<file path="config.mk">
export PLATFORM = sky130hd
export DESIGN_NAME = mac_seq_ctrl_flat
export DESIGN_NICKNAME = d
export VERILOG_FILES = /design/src/rtl/mac_seq_ctrl_pkg.sv /design/src/rtl/mac_seq_ctrl_if.sv /design/src/rtl/mac_seq_ctrl_acc.sv /design/src/rtl/mac_seq_ctrl.sv /design/src/flat_wrapper.sv
export SDC_FILE = /design/constraint.sdc
export NUM_CORES = 1
export LEC_CHECK = 0
export ABC_CLOCK_PERIOD_IN_PS = 4500
export BUFFER_PORTS_ARGS = -buffer_cell sky130_fd_sc_hd__buf_2
export CORE_UTILIZATION = 38
export CTS_CLUSTER_SIZE = 16
export DETAILED_ROUTE_END_ITERATION = 8
export PLACE_DENSITY_LB_ADDON = 0.12
export SLEW_MARGIN = 20
export SYNTH_ARGS = -nofsm -noshare
export SYNTH_HDL_FRONTEND = slang
export SYNTH_SLANG_ARGS = --single-unit
</file>
<file path="constraint.sdc">
create_clock -name clk -period 4.5 [get_ports clk]
set_input_delay 0.45 -clock clk [delete_from_list [all_inputs] [get_ports clk]]
set_output_delay 0.45 -clock clk [all_outputs]
set_load 0.01 [all_outputs]
</file>
<file path="src/rtl/mac_seq_ctrl_pkg.sv">
// Shared constants for the MAC sequencer: operand/product widths,
// multiply-block mode codes and the sequencer state encoding.
package mac_seq_ctrl_pkg;

    localparam int MAC_MIN_WIDTH  = 8;
    localparam int MAC_INT_WIDTH  = 32;
    localparam int MAC_CONF_WIDTH = 2;

    localparam logic [MAC_CONF_WIDTH-1:0] MAC_SINGLE = 2'd0;
    localparam logic [MAC_CONF_WIDTH-1:0] MAC_DUAL   = 2'd1;
    localparam logic [MAC_CONF_WIDTH-1:0] MAC_QUAD   = 2'd2;

    typedef enum logic [1:0] {
        MAC_SEQ_IDLE,
        MAC_SEQ_RUN,
        MAC_SEQ_DRAIN,
        MAC_SEQ_DONE
    } seq_state_e;

    function automatic logic mode_legal(
        input logic [MAC_CONF_WIDTH-1:0] m
    );
        return (m == MAC_SINGLE) || (m == MAC_DUAL) || (m == MAC_QUAD);
    endfunction

endpackage

</file>
<file path="src/rtl/mac_seq_ctrl_if.sv">
// Bundle of the sequencer's descriptor, operand, multiply and result buses.
// slave: sequencer side; master: operand/result/multiply environment side.
interface mac_seq_ctrl_if
    import mac_seq_ctrl_pkg::*;
#(
    parameter int CNT_W = 8,
    parameter int ACC_W = MAC_INT_WIDTH + 8
) ();

    logic                      cfg_valid;
    logic                      cfg_ready;
    logic [MAC_CONF_WIDTH-1:0] cfg_mode;
    logic [CNT_W-1:0]          cfg_len;
    logic                      cfg_err;

    logic                      in_valid;
    logic                      in_ready;
    logic [MAC_MIN_WIDTH-1:0]  in_a0;
    logic [MAC_MIN_WIDTH-1:0]  in_a1;
    logic [MAC_MIN_WIDTH-1:0]  in_a2;
    logic [MAC_MIN_WIDTH-1:0]  in_a3;
    logic [MAC_MIN_WIDTH-1:0]  in_b;

    logic                      mult_en;
    logic [MAC_CONF_WIDTH-1:0] mult_cfg;
    logic [MAC_MIN_WIDTH-1:0]  mult_a0;
    logic [MAC_MIN_WIDTH-1:0]  mult_a1;
    logic [MAC_MIN_WIDTH-1:0]  mult_a2;
    logic [MAC_MIN_WIDTH-1:0]  mult_a3;
    logic [MAC_MIN_WIDTH-1:0]  mult_b1;
    logic [MAC_INT_WIDTH-1:0]  mult_c;

    logic                      out_valid;
    logic                      out_ready;
    logic [ACC_W-1:0]          out_acc;
    logic                      out_ovf;

    modport slave (
        input  cfg_valid, cfg_mode, cfg_len,
        input  in_valid, in_a0, in_a1, in_a2, in_a3, in_b,
        input  mult_c, out_ready,
        output cfg_ready, cfg_err, in_ready,
        output mult_en, mult_cfg,
        output mult_a0, mult_a1, mult_a2, mult_a3, mult_b1,
        output out_valid, out_acc, out_ovf
    );

    modport master (
        output cfg_valid, cfg_mode, cfg_len,
        output in_valid, in_a0, in_a1, in_a2, in_a3, in_b,
        output mult_c, out_ready,
        input  cfg_ready, cfg_err, in_ready,
        input  mult_en, mult_cfg,
        input  mult_a0, mult_a1, mult_a2, mult_a3, mult_b1,
        input  out_valid, out_acc, out_ovf
    );

endinterface

</file>
<file path="src/rtl/mac_seq_ctrl_acc.sv">
// Accumulator with sticky carry-out flag; clear wins over add.
// Ports: clk, rst (async low), clr_i, add_i, val_i -> acc_o, ovf_o.
module mac_seq_ctrl_acc #(
    parameter int IN_W  = 32,
    parameter int ACC_W = 40
) (
    input  logic             clk,
    input  logic             rst,
    input  logic             clr_i,
    input  logic             add_i,
    input  logic [IN_W-1:0]  val_i,
    output logic [ACC_W-1:0] acc_o,
    output logic             ovf_o
);

    logic [ACC_W-1:0] acc_q;
    logic             ovf_q;
    logic [ACC_W:0]   sum;

    assign sum = {1'b0, acc_q} + {{(ACC_W + 1 - IN_W){1'b0}}, val_i};

    always_ff @(posedge clk or negedge rst) begin
        if (!rst) begin
            acc_q <= '0;
            ovf_q <= 1'b0;
        end else if (clr_i) begin
            acc_q <= '0;
            ovf_q <= 1'b0;
        end else if (add_i) begin
            acc_q <= sum[ACC_W-1:0];
            ovf_q <= ovf_q | sum[ACC_W];
        end
    end

    assign acc_o = acc_q;
    assign ovf_o = ovf_q;

endmodule

</file>
<file path="src/rtl/mac_seq_ctrl.sv">
// Dot-product job sequencer driving an external multiply block.
// Ports: clk, rst (async low), flush, busy, io (descriptor/beat/mult/result).
module mac_seq_ctrl
    import mac_seq_ctrl_pkg::*;
#(
    parameter int CNT_W = 8,
    parameter int ACC_W = MAC_INT_WIDTH + 8
) (
    input  logic         clk,
    input  logic         rst,
    input  logic         flush,
    output logic         busy,
    mac_seq_ctrl_if.slave io
);

    seq_state_e                     state_q, state_d;
    logic [CNT_W-1:0]               remain_q, remain_d;
    logic [MAC_CONF_WIDTH-1:0]      mode_q, mode_d;
    logic                           op_vld_q, op_vld_d;
    logic                           err_q, err_d;
    logic [3:0][MAC_MIN_WIDTH-1:0]  a_q, a_d;
    logic [MAC_MIN_WIDTH-1:0]       b_q, b_d;
    logic                           acc_clr;

    always_ff @(posedge clk or negedge rst) begin
        if (!rst) begin
            state_q  <= MAC_SEQ_IDLE;
            remain_q <= '0;
            mode_q   <= '0;
            op_vld_q <= 1'b0;
            err_q    <= 1'b0;
            a_q      <= '0;
            b_q      <= '0;
        end else begin
            state_q  <= state_d;
            remain_q <= remain_d;
            mode_q   <= mode_d;
            op_vld_q <= op_vld_d;
            err_q    <= err_d;
            a_q      <= a_d;
            b_q      <= b_d;
        end
    end

    always_comb begin
        state_d  = state_q;
        remain_d = remain_q;
        mode_d   = mode_q;
        op_vld_d = 1'b0;
        err_d    = 1'b0;
        a_d      = a_q;
        b_d      = b_q;
        acc_clr  = 1'b0;
        if (flush) begin
            state_d = MAC_SEQ_IDLE;
            acc_clr = 1'b1;
        end else begin
            unique case (state_q)
                MAC_SEQ_IDLE: begin
                    if (io.cfg_valid) begin
                        if (mode_legal(io.cfg_mode)) begin
                            mode_d   = io.cfg_mode;
                            remain_d = io.cfg_len;
                            acc_clr  = 1'b1;
                            state_d  = (io.cfg_len == '0) ? MAC_SEQ_DONE
                                                          : MAC_SEQ_RUN;
                        end else begin
                            err_d = 1'b1;
                        end
                    end
                end
                MAC_SEQ_RUN: begin
                    if (io.in_valid) begin
                        // Lanes the mode does not use are forced to zero.
                        a_d[0]   = (mode_q != MAC_SINGLE) ? io.in_a0 : '0;
                        a_d[1]   = io.in_a1;
                        a_d[2]   = (mode_q == MAC_QUAD) ? io.in_a2 : '0;
                        a_d[3]   = (mode_q == MAC_QUAD) ? io.in_a3 : '0;
                        b_d      = io.in_b;
                        op_vld_d = 1'b1;
                        remain_d = remain_q - CNT_W'(1);
                        if (remain_q == CNT_W'(1)) begin
                            state_d = MAC_SEQ_DRAIN;
                        end
                    end
                end
                MAC_SEQ_DRAIN: begin
                    state_d = MAC_SEQ_DONE;
                end
                MAC_SEQ_DONE: begin
                    if (io.out_ready) begin
                        state_d = MAC_SEQ_IDLE;
                    end
                end
                default: begin
                    state_d = MAC_SEQ_IDLE;
                end
            endcase
        end
    end

    mac_seq_ctrl_acc #(
        .IN_W  (MAC_INT_WIDTH),
        .ACC_W (ACC_W)
    ) u_acc (
        .clk   (clk),
        .rst   (rst),
        .clr_i (acc_clr),
        .add_i (op_vld_q),
        .val_i (io.mult_c),
        .acc_o (io.out_acc),
        .ovf_o (io.out_ovf)
    );

    assign io.cfg_ready = (state_q == MAC_SEQ_IDLE);
    assign io.in_ready  = (state_q == MAC_SEQ_RUN);
    assign io.out_valid = (state_q == MAC_SEQ_DONE);
    assign io.cfg_err   = err_q;
    assign io.mult_en   = op_vld_q;
    assign io.mult_cfg  = mode_q;
    assign io.mult_a0   = a_q[0];
    assign io.mult_a1   = a_q[1];
    assign io.mult_a2   = a_q[2];
    assign io.mult_a3   = a_q[3];
    assign io.mult_b1   = b_q;
    assign busy         = (state_q != MAC_SEQ_IDLE);

endmodule

</file>
<file path="src/flat_wrapper.sv">
// flat-port wrapper written by rule: the top's interface ports become plain ports
module mac_seq_ctrl_flat import mac_seq_ctrl_pkg::*;
#(
    parameter int CNT_W = 8,
    parameter int ACC_W = MAC_INT_WIDTH + 8
)
  (clk, rst, flush, busy, io_cfg_valid, io_cfg_mode, io_cfg_len, io_in_valid, io_in_a0, io_in_a1, io_in_a2, io_in_a3, io_in_b, io_mult_c, io_out_ready, io_cfg_ready, io_cfg_err, io_in_ready, io_mult_en, io_mult_cfg, io_mult_a0, io_mult_a1, io_mult_a2, io_mult_a3, io_mult_b1, io_out_valid, io_out_acc, io_out_ovf);
  mac_seq_ctrl_if #(.CNT_W(CNT_W), .ACC_W(ACC_W)) io_i ();
  input  logic clk;
  input  logic rst;
  input  logic flush;
  output logic busy;
  input wire logic [$bits(io_i.cfg_valid)-1:0] io_cfg_valid;
  input wire logic [$bits(io_i.cfg_mode)-1:0] io_cfg_mode;
  input wire logic [$bits(io_i.cfg_len)-1:0] io_cfg_len;
  input wire logic [$bits(io_i.in_valid)-1:0] io_in_valid;
  input wire logic [$bits(io_i.in_a0)-1:0] io_in_a0;
  input wire logic [$bits(io_i.in_a1)-1:0] io_in_a1;
  input wire logic [$bits(io_i.in_a2)-1:0] io_in_a2;
  input wire logic [$bits(io_i.in_a3)-1:0] io_in_a3;
  input wire logic [$bits(io_i.in_b)-1:0] io_in_b;
  input wire logic [$bits(io_i.mult_c)-1:0] io_mult_c;
  input wire logic [$bits(io_i.out_ready)-1:0] io_out_ready;
  output wire logic [$bits(io_i.cfg_ready)-1:0] io_cfg_ready;
  output wire logic [$bits(io_i.cfg_err)-1:0] io_cfg_err;
  output wire logic [$bits(io_i.in_ready)-1:0] io_in_ready;
  output wire logic [$bits(io_i.mult_en)-1:0] io_mult_en;
  output wire logic [$bits(io_i.mult_cfg)-1:0] io_mult_cfg;
  output wire logic [$bits(io_i.mult_a0)-1:0] io_mult_a0;
  output wire logic [$bits(io_i.mult_a1)-1:0] io_mult_a1;
  output wire logic [$bits(io_i.mult_a2)-1:0] io_mult_a2;
  output wire logic [$bits(io_i.mult_a3)-1:0] io_mult_a3;
  output wire logic [$bits(io_i.mult_b1)-1:0] io_mult_b1;
  output wire logic [$bits(io_i.out_valid)-1:0] io_out_valid;
  output wire logic [$bits(io_i.out_acc)-1:0] io_out_acc;
  output wire logic [$bits(io_i.out_ovf)-1:0] io_out_ovf;
  assign io_i.cfg_valid = io_cfg_valid;
  assign io_i.cfg_mode = io_cfg_mode;
  assign io_i.cfg_len = io_cfg_len;
  assign io_i.in_valid = io_in_valid;
  assign io_i.in_a0 = io_in_a0;
  assign io_i.in_a1 = io_in_a1;
  assign io_i.in_a2 = io_in_a2;
  assign io_i.in_a3 = io_in_a3;
  assign io_i.in_b = io_in_b;
  assign io_i.mult_c = io_mult_c;
  assign io_i.out_ready = io_out_ready;
  assign io_cfg_ready = io_i.cfg_ready;
  assign io_cfg_err = io_i.cfg_err;
  assign io_in_ready = io_i.in_ready;
  assign io_mult_en = io_i.mult_en;
  assign io_mult_cfg = io_i.mult_cfg;
  assign io_mult_a0 = io_i.mult_a0;
  assign io_mult_a1 = io_i.mult_a1;
  assign io_mult_a2 = io_i.mult_a2;
  assign io_mult_a3 = io_i.mult_a3;
  assign io_mult_b1 = io_i.mult_b1;
  assign io_out_valid = io_i.out_valid;
  assign io_out_acc = io_i.out_acc;
  assign io_out_ovf = io_i.out_ovf;
  mac_seq_ctrl #(.CNT_W(CNT_W), .ACC_W(ACC_W)) u_core (.clk(clk), .rst(rst), .flush(flush), .busy(busy), .io(io_i));
endmodule
</file>
**Yosys cells after proc, flatten, opt, wreduce, memory -nomap -nowiden**

Cells that the tools add are included.

- Bits in registers: 95
- Input port bits: 88
- Logic and storage cells: 74

- $add $sub $neg: 2
- Eq/ne operators: 15
- Mux-type cells: 30
- Bitwise logic cells: 2
- Reduce and logical (&&, ||, !) cells: 13

Operators with widths:

| cell | number |
|---|---|
| two-way mux 40 bit | 2 |
| two-way mux 8 bit | 6 |
| adder 40 x 32 -> 41 bit | 1 |
| case mux 8 bit (2 select lines) | 1 |
| two-way mux 2 bit | 7 |
| two-way mux 1 bit | 13 |
| AND reduction 5 bit | 2 |
| != test 3 bit (second input constant) | 3 |
| == test 2 bit (second input constant) | 4 |
| == test 8 x 1 -> 1 bit (second input constant) | 1 |
| zero test 8 bit | 1 |
| case mux 2 bit (4 select lines) | 1 |
| nonzero test 2 bit | 4 |
| subtractor 8 x 1 -> 8 bit (second input constant) | 1 |
| != test 3 x 2 -> 1 bit (second input constant) | 2 |
| == test 2 x 1 -> 1 bit (second input constant) | 2 |
| zero test 2 bit | 2 |
| != test 2 bit (second input constant) | 2 |
| AND reduction 4 bit | 1 |
| AND reduction 3 bit | 1 |
| logical OR 1 bit | 2 |
| != test 2 x 1 -> 1 bit (second input constant) | 1 |
| inverter 1 bit | 1 |
| OR 1 bit | 1 |

**Longest topological paths before layout**

- Word-level depth: 8
- Mapped depth: 9
- Depth with buffers taken out: 9

**By module**

Synthesis repeated with hierarchy kept, for this count alone.

- Cell total of the unflattened synthesis: 678
- Area total of the unflattened synthesis: 6,010.8 um^2

By module, submodules not included:

| module | instances | cells each | area an instance (um^2) | sequential area each (um^2) |
|---|---|---|---|---|
| mac_seq_ctrl_acc | 1 | 403 | 3,550.9 | 1,026.0 |
| mac_seq_ctrl | 1 | 275 | 2,459.9 | 1,351.3 |

**Worst setup path before layout**

Ideal clock, no wire load.

- Kind: input port to flip-flop
- Start point: input io_mult_c[14]
- End point: register u_core.u_acc.acc_q[37] (netlist: u_core.u_acc.acc_o[37])
- Library setup time: 0.076 ns
- Arrival: 2.410 ns
- Data required time: 4.424 ns
- Path slack: 2.014 ns
- Stages: 9
- Path buffers: 1
- Cell sequence: ha_1 -> buf_2 -> a21oi_1 -> o211ai_1 -> a21oi_1 -> or4_4 -> a211o_1 -> a2111o_1 -> o21ai_1

- Cells in the longest elaborated chain, start to end: 3

RTL lines:

| element | line | source |
|---|---|---|
| start: declaration | flat_wrapper.sv:22 | `input wire logic [$bits(io_i.mult_c)-1:0] io_mult_c;` |
| adder 40 x 32 -> 41 bit | mac_seq_ctrl_acc.sv:20 | `assign sum = {1'b0, acc_q} + {{(ACC_W + 1 - IN_W){1'b0}}, val_i};` |
| two-way mux 40 bit | mac_seq_ctrl_acc.sv:29 | `end else if (add_i) begin` |
| two-way mux 40 bit | mac_seq_ctrl_acc.sv:26 | `end else if (clr_i) begin` |
| end signal: assignment | mac_seq_ctrl_acc.sv:30 | `acc_q <= sum[ACC_W-1:0];` |
| end: declaration | mac_seq_ctrl_acc.sv:16 | `logic [ACC_W-1:0] acc_q;` |

No other way between the ends. The select of a mux whose other input is x is not followed.
A chain may end at the register's enable or synchronous reset.

**Worst setup path after layout**

- Start point: register u_core.u_acc.acc_q[3] (netlist: u_core.u_acc.acc_o[3])
- End point: register u_core.u_acc.acc_q[25] (netlist: u_core.u_acc.acc_o[25])

- Cells in the longest elaborated chain, start to end: 3

RTL lines:

| element | line |
|---|---|
| adder 40 x 32 -> 41 bit | mac_seq_ctrl_acc.sv:20 |
| two-way mux 40 bit | mac_seq_ctrl_acc.sv:29 |
| two-way mux 40 bit | mac_seq_ctrl_acc.sv:26 |

No other way between the ends. The select of a mux whose other input is x is not followed.

==> metrics.md <==
| Metric | Value |
|---|---|
| Status | finished clean |
| Cell area after layout | slightly above 0.007 sq mm |
| Vias in the first global route | 5662 |
| Fin Clk Skew | about 0.0076 ns |
| Worst hold path type | input pin to asynchronous set/reset pin |
| DRT Wirelength | ~17000 um |
| Layout cell share with drive strength beyond 1 | 0.2334 |
| EDFF count, synth | 0 |
| Max-cap viol count | 0 |
| Power Dens Cells | approximately 460 mW/mm^2 |
| VDD IR max | roughly 0.33 mV |
| Dpl cell area | 0.006940 sq mm |
| Post-CTS resize count | 0 |
| Synth cell types | 57 |
| Synth warn | 0 |
| Fillers | ~1.5k |
| Die width | around 130 um |
| All-Layer GR Usage | 0.2254 |
| Global route total overflow | 0 |
| Slew @ Worst Pin | ~1.0 ns |
| Clock Sinks | 95 |
| Post-synthesis compound-gate area fraction | 0.2078 |
| Final HPWL from detailed placement | about 13000 um |
| Io pins | approximately 180 |
| Mapped cell area | between 0.005 and 0.006 sq mm |
| Achievable Freq | approximately 330 MHz |
| Inst Count DP | around 1.0k |
| Pre-antenna DRT Iters | 8 |
| Syn avg cell area | about 8.4 sq um |
| Routed vias/inst | around 5.4 |
| Seq/Total Area, Yosys | 0.4037 |
| Slew margin rel. | 0.3188 |
| Post-synthesis register bit count | 95 |
| Routed WL per cell | roughly 16 um |
| Crit path DAT | approximately 3.3 ns |
| Die Area | between 0.015 and 0.02 sq mm |
| Cell count after synthesis | between 700 and 800 |
| CTS hold repair buffers | 0 |
| Period utilisation layout | 0.6751 |
| CTS Root Buffer Type | clkbuf_16 |
| Syn nets | between 800 and 900 |
| CP startpoint kind | register |
| Clk_lat worst skew | 0.35 ns |
| TNS Setup | 0 ns |
| RSZ-0062 raised after global routing | false |
| DRT iter0 DRCs | 280 |
| Area Growth Syn to Fin | 23.16% |
| First-pass GRT wire length | 28590 um |
| Pins Over Slew Limit | 0 |
| Worst setup EP type | register |
| XOR/XNOR share of the synthesized area | 0.03570 |
| Final Non-Filler Cells | approximately 1.1k |
| Placer Congestion | about 0.8 |
| Kind of critical path | register to register |
| H-tree Lvls | 3 |
| Core Region | 0.01515 sq mm |
| Post-CTS Setup Bufs | 0 |
| Clock-pin slew on the worst setup and hold paths | roughly 0.07 ns |
| DRC Markers | 0 |
| Synth Area in Simple Gates | 0.2061 |
| Final setup fails | 0 |
| Leakage | between 0.003 and 0.004 uW |
| Tmin final | 3.038 ns |
| CTS Buf Count | 9 |
| Largest net degree at the start of global routing | 66 |
| Initial antenna violation count | 2 |
| Row count | 45 |
| Final Net Count | about 1000 |
| Largest family of logic cells by synthesized area | compound AO/OA/AOI/OAI gates |
| # port buffers | 176 |
| Post-synth top flop | dfrtp_1 |
| Antenna diodes | 0 |
| Post-synthesis adder-cell area fraction | 0.08415 |
| Final Hold Viols | 0 |
| Crit path required time | approximately 4.7 ns |
| Synth async-reset ratio | 1.000 |
| Max FO, Critical Path | 5 |
| Worst Reg-to-Reg Cells | 8 |
| Routed via count | 5746 |
| Initial Utilization | 0.3888 |
| CTS tree | built |
| Max Root-Sink Buffers | 2 |
| Chip height | 126.5 um |
| Mux share of post-synthesis cell area | 0.02890 |
| ANT nets after route | 0 |
-- layer usage --
layer  global-route usage  wire length (um)  vias up  part of all wire
met5                    0                12        -           0.00069
met4              0.09072               449        2             0.026
met3              0.04892              1045       35             0.061
met2               0.3614              7818      182              0.45
met1               0.2959              7944     2686              0.46
li1                     -                 -     2841                 -
-- synth_stat cells, types with 9 or more instances --
library cell,count,area share
nand3_1,17,0.014
dfrtp_1,95,0.40
clkbuf_1,18,0.011
nand2_1,151,0.096
xor2_1,15,0.022
xnor2_1,9,0.013
inv_1,22,0.014
or3_1,10,0.011
o21ai_0,72,0.061
nand4_1,9,0.0096
nor3_1,12,0.010
ha_1,38,0.081
mux2i_1,17,0.029
a211oi_1,10,0.013
a21oi_1,62,0.053
nor2_1,38,0.024
-- worst max-delay path, stage by stage, from the launching register on --
cell and delay [ns]:
dfrtp_1 0.41, ha_1 0.37, nand2_1 0.13, nor3b_1 0.40
o21ai_0 0.26, a21o_1 0.31, a2111oi_0 0.71, mux2i_1 0.28
nand2_1 0.07
-- state kept, by name, summed over array words and instances (netlist names), 2 cells and up --
| name | count |
|---|---|
| u_core.u_acc.acc_o | 40 |
| u_core.io.mult_a0 | 8 |
| u_core.io.mult_b1 | 8 |
| u_core.remain_q | 8 |
| u_core.io.mult_cfg | 2 |
| u_core.io.mult_a1 | 8 |
| u_core.state_q | 2 |
| u_core.io.mult_a2 | 8 |
| u_core.io.mult_a3 | 8 |
-- kinds of logic after synthesis --
| kind of cell | after synthesis |
|---|---|
| DFF | 95 |
| xor gates and xnor gates | 24 |
| adders and majority gates | 39 |
| and+or+nand+nor | 271 |
| buffers and inverters | 50 |
| muxes | 17 |
| AOI/OAI and AO/OA | 207 |
-- worst paths after layout --
| check | slack [ns] | end | startpoint |
|---|---|---|---|
| worst max register to register | 1.46 | u_core.u_acc.acc_o[25] | u_core.u_acc.acc_o[3] |
| worst max-delay path | 1.46 | u_core.u_acc.acc_o[25] | u_core.u_acc.acc_o[3] |
| worst min register to register | 0.48 | u_core.io.mult_a1[6] | u_core.io.mult_a1[6] |
| worst min-delay path | 0.18 | u_core.u_acc.acc_o[5] | rst |
| max in group asynchronous | 3.30 | u_core.io.mult_a2[2] | rst |
| min in group clk | 0.28 | u_core.io.mult_a1[6] | io_in_a1[6] |
-- metrics by stage --
step                      setup WS (ns)  utilization  hold slack, ns  total power [uW]
after floorplan                   2.014            -          0.1544              2011
after global placement            1.318       0.4582          0.4549              2454
after detailed placement          1.396       0.4582          0.4571              2493
after CTS                         1.512       0.4788          0.2415              3337
after global routing              1.386       0.4788          0.2780              3544
final                             1.462       0.4788          0.1811              3302
-- cell usage in the layout (no fill, tap or decap), types with 12 or more instances in the layout --
cell type	synthesis	layout
o21ai_0	72	72
inv_1	22	22
nor3_1	12	12
ha_1	38	38
nor2_1	38	38
dfrtp_1	95	95
nand2_1	151	151
xor2_1	15	15
a21oi_1	62	62
mux2i_1	17	17
buf_2	5	175
nand3_1	17	17
-- final cells by class --
cell class	instances	area [sq um]	share of cell area
Clock buffer	9	225.2	0.03106
Timing Repair Buffer	182	928.4	0.1280
Sequential cell	95	2377	0.3278
Inverter	23	86.33	0.01190
Clock inverter	7	86.33	0.01190
Multi-Input combinational cell	558	3313	0.4569
Tap cell	188	235.2	0.03244
-- report_power, final --
part / internal (uW) / switching [uW]
combinational: 471 / 737
clock: 445 / 385
sequential: 1090 / 173
total: 2010 / 1290
No activity file was read; power rests on OpenSTA's default activity.
